`config.mk`:
```
export PLATFORM = sky130hd
export DESIGN_NAME = ctrl_pipe_reg
export DESIGN_NICKNAME = d
export VERILOG_FILES = /design/src/rtl/ctrl_pipe_reg.sv
export SDC_FILE = /design/constraint.sdc
export NUM_CORES = 1
export LEC_CHECK = 0
export CAP_MARGIN = 20
export CORE_AREA = 3 3 40 42
export CTS_CLUSTER_SIZE = 24
export DETAILED_ROUTE_END_ITERATION = 16
export DIE_AREA = 0 0 43 45
export PLACE_DENSITY = 0.57
export SYNTH_ARGS = -nofsm -noshare
export SYNTH_HDL_FRONTEND = slang
export SYNTH_SLANG_ARGS = --single-unit
```
`constraint.sdc`:
```
create_clock -name clk -period 1.37 [get_ports clk]
set_input_delay 0.2055 -clock clk [delete_from_list [all_inputs] [get_ports clk]]
set_output_delay 0.2055 -clock clk [all_outputs]
set_load 0.1 [all_outputs]
```
`src/rtl/ctrl_pipe_reg.sv`:
```
// ctrl_pipe_reg: parametrised control-bundle pipeline register
// with per-stage valid, stall hold, flush bubble and occupancy.
module ctrl_pipe_reg #(
  parameter int unsigned      WIDTH      = 4,
  parameter int unsigned      DEPTH      = 1,
  parameter logic [WIDTH-1:0] BUBBLE_VAL = '0,
  parameter bit               NEG_EDGE   = 1'b1
) (
  input  logic                       clk,
  input  logic                       reset,
  input  logic                       stall,
  input  logic                       flush,
  input  logic [WIDTH-1:0]           d,
  input  logic                       valid_i,
  output logic [WIDTH-1:0]           q,
  output logic                       valid_o,
  output logic [$clog2(DEPTH+1)-1:0] occupancy
);

  localparam int unsigned OW = $clog2(DEPTH + 1);

  logic [WIDTH-1:0] data     [DEPTH];
  logic [WIDTH-1:0] dataNext [DEPTH];
  logic [DEPTH-1:0] v;
  logic [DEPTH-1:0] vNext;
  logic [OW-1:0]    occ;
  logic [OW-1:0]    occNext;
  logic             entering;
  logic             leaving;

  // Valid entry entering stage 0 / leaving the last stage this edge.
  // A stalled pipe only loses an entry when stage 0 is flushed.
  always_comb begin
    entering = 1'b0;
    leaving  = 1'b0;
    if (stall) begin
      leaving = flush & v[0];
    end else begin
      entering = valid_i & ~flush;
      leaving  = v[DEPTH-1];
    end
  end

  // Next state: reset > flush (stage 0) > stall > shift.
  always_comb begin
    dataNext = data;
    vNext    = v;
    occNext  = occ;
    if (reset) begin
      for (int i = 0; i < DEPTH; i++) begin
        dataNext[i] = BUBBLE_VAL;
      end
      vNext   = '0;
      occNext = '0;
    end else begin
      if (!stall) begin
        for (int i = 1; i < DEPTH; i++) begin
          dataNext[i] = data[i-1];
          vNext[i]    = v[i-1];
        end
        dataNext[0] = d;
        vNext[0]    = valid_i;
      end
      if (flush) begin
        dataNext[0] = BUBBLE_VAL;
        vNext[0]    = 1'b0;
      end
      if (entering && !leaving) begin
        occNext = occ + OW'(1);
      end else if (leaving && !entering) begin
        occNext = occ - OW'(1);
      end
    end
  end

  // State register on the selected clock edge.
  if (NEG_EDGE) begin : gNeg
    always_ff @(negedge clk) begin
      data <= dataNext;
      v    <= vNext;
      occ  <= occNext;
    end
  end else begin : gPos
    always_ff @(posedge clk) begin
      data <= dataNext;
      v    <= vNext;
      occ  <= occNext;
    end
  end

  assign q         = data[DEPTH-1];
  assign valid_o   = v[DEPTH-1];
  assign occupancy = occ;

endmodule
```
* After elaboration in Yosys (flattened, before gate mapping)
Cells that the tools add are included.
** Storage, ports and cells
- Flip-flop bits (word level) :: 6
- Output and inout port bits :: 6
- Logic and storage cells :: 18
- Bits of input ports :: 9
** Operators by class
- Reduce and logical (&&, ||, !) cells :: 6
- Bitwise gates (word level) :: 3
- Muxes and demuxes :: 4
- Add/subtract/negate cells :: 2
** Operators by type and width (count)
- $mux W1 :: 4
- $and A1 B1 Y1 :: 2
- $logic_and A1 B1 Y1 :: 2
- $logic_not A1 Y1 :: 2
- $reduce_bool A2 Y1 :: 1
- $reduce_or A2 Y1 :: 1
- $add A1 B1 Y1 const B :: 1
- $not A1 Y1 :: 1
- $sub A1 B1 Y1 const B :: 1

* Logic depth before layout (Yosys ltp)
- Depth in word-level cells :: 7
- Mapped depth :: 4
- Depth with buffers taken out :: 3

==> flow_summary.json <==
{
  "synth_area_leaders": "dfxtp_1 (46%), mux2i_1 (19%), nor3_1 (9.7%)",
  "regArea_um2": 140.1,
  "fin_skew_ns": 0.0002510,
  "grt_overflow": 0,
  "violations": "negative setup slack",
  "synthToLayoutAreaGrowth_pct": 136.2,
  "die_h_um": 45,
  "slowest_delay_ns": 0.35,
  "cp_slowest_cell": "dfxtp_4",
  "critPathLaunchType": "flop",
  "max-vdd-ir-drop_mv": 0.3903,
  "grt_usage": 0.09425,
  "syn_nets": 33,
  "vias": 278,
  "ys_ff_latch": 6,
  "cts-root-buf": "clkbuf_4",
  "final_hold_viol_count": 0,
  "fin_util": 0.4761,
  "cp.depth": 1,
  "max_slew_margin": 0.8660,
  "synth_largest_area_cell": "dfxtp_1",
  "power_frac_seq": 0.328,
  "ys_seq_area_frac": 0.4638,
  "drv_cap": 0,
  "mostFrequentLayoutCells": "inv_1 (6), buf_4 (6), buf_12 (6)",
  "reg2reg_slack_ns": 0.13,
  "route.antenna.remaining_nets": 0,
  "firstDrtPassIters": 4,
  "grt_pass1_wl_mm": 1.297,
  "post_drt_wl_per_cell_um": 11.65,
  "die_w_um": 43,
  "portBuffers": 14,
  "rows": 13,
  "grt_max_degree": 6,
  "viasPerCell": 4.212,
  "setup_slack_ns": -0.3444,
  "post_route_cells_drive_above_1_share": 0.5686,
  "crit_buf_inv": 1,
  "cts_tree": "done",
  "cp-end-kind": "output port",
  "ctsHtreeMaxLevel": 1,
  "clkPwrFrac": 0.389,
  "p_leak_nw": 0.2932,
  "multiInputGateArea_um2": 157.7,
  "power_frac_comb": 0.284,
  "clock_path_buffers": 2,
  "fill_cells": 111,
  "worstMarginPinSlew_ns": 0.2002,
  "r2r_cells": 4,
  "start_util": 0.2016,
  "gp_congestion": 0.5622,
  "crit_fanout": 2,
  "criticalPathCategory": "reg -> out",
  "crit_end": "q[1]",
  "hpwlAfterDp_um": 686.7,
  "r2r_start": "valid_o",
  "yosys_warnings": 0,
  "dieArea_um2": 1935,
  "antenna_found_initial": 0,
  "clk_pin_slew_ns": 0.05,
  "final_nets": 62,
  "numClockSinks": 6,
  "cp.required_ns": 1.16,
  "crit_family": "flip-flops",
  "power_density_nw_per_um2": 925.6,
  "outcome": "complete, but fails checks",
  "diodes": 0,
  "crit_path_start": "q[1]",
  "p_sw_frac": 0.3336,
  "syn-cell-area_um2": 259.0,
  "whs_ns": 0.5697,
  "synth.avg_cell_area_um2": 10.79,
  "core_um2": 1285,
  "numCtsBuffers": 3,
  "drtIter0Drc": 2,
  "drc": 0,
  "slew_viol_final": 0,
  "crit_chain": "buf_12",
  "power.switching_mw": 0.1889,
  "internal-power_mw": 0.3774,
  "ys_types": 11,
  "synth_top_area_share": 0.4638,
  "setup_viol": 7,
  "syn_inst": 24,
  "cp.arrival_ns": 1.51,
  "worstSkewPairLatency_ns": 0.29,
  "grt_pass1_vias": 302,
  "ioPinCount": 15,
  "wirelength_um": 769,
  "regToRegEndpoint": "occupancy",
  "rsz0062_at_grt": "yes",
  "hp-class": "reg -> reg"
}
-- metrics by stage --
step	instance area [um2]	std cells	setup TNS, ns	setup WS [ns]	power (mW)
6_report	611.8	66	-2.044	-0.3444	0.5663
5_1_grt	611.8	66	-2.239	-0.3733	0.6078
4_1_cts	600.6	66	-2.112	-0.3482	0.5762
3_5_place_dp	524.3	57	-4.028	-0.8111	0.3662
3_3_place_gp	524.3	57	-3.811	-0.7546	0.3625
2_1_floorplan	282.8	24	-0.6546	-0.3286	0.2937
-- metal layers --
layer  GRT usage  up-vias  routed length (um)
li1            -      141                   -
met1     0.08475      133                 249
met2      0.1707        4                 488
met3     0.03984        0                  31
met4     0.06627        0                   0
met5           0        -                   0
-- how the worst min path moves through the flow --
stage / cells past startpoint / to / slack (ns) / from
after floorplan: 2 / q[0] / 0.67 / q[0]
after global placement: 2 / occupancy / 0.56 / occupancy
after detailed placement: 2 / q[2] / 0.56 / q[2]
after CTS: 2 / q[2] / 0.57 / q[2]
after global routing: 2 / q[2] / 0.58 / q[2]
final: 2 / q[0] / 0.57 / q[0]
-- sequential cells by signal, indices dropped and copies added, names as in the netlist --
| register | cells |
|---|---|
| valid_o | 1 |
| q | 4 |
| occupancy | 1 |
-- area by class of cell --
type,count,share of cell area
multi-input combinational,16,0.2577
sequential,6,0.2290
tap,15,0.03067
clock inverter,6,0.03681
timing repair buffer,20,0.4090
clock buffer,3,0.03681
-- cell families (layout without fill, tap and decap cells) --
kind of cell | Yosys count | in the layout | share of synthesized area
buf+inv | 2 | 29 | 0.05795
simple gates | 8 | 8 | 0.1932
flops | 6 | 6 | 0.4638
mux | 6 | 6 | 0.2367
compound gates | 2 | 2 | 0.04830
-- power by group through the flow --
stage	registers, mW	clock network [mW]	logic, mW
2_1_floorplan	0.237	0.0313	0.0258
3_3_place_gp	0.188	0.0313	0.143
3_5_place_dp	0.188	0.0313	0.147
4_1_cts	0.186	0.230	0.161
5_1_grt	0.186	0.254	0.168
6_report	0.186	0.220	0.161
-- synth_stat cells --
master	n
dfxtp_1	6
mux2i_1	5
nor3_1	5
a21oi_1	1
buf_6	1
inv_1	1
mux2_1	1
nor2_1	1
nor2b_1	1
nor4b_2	1
o21bai_1	1
-- repair_timing --
action	CTS	global route
hold buffers	0	0
pin swaps	2	3
gates resized for setup	22	4
setup endpoints to repair	12	9
setup buffers	1	0
No activity file was read; power rests on OpenSTA's default activity.
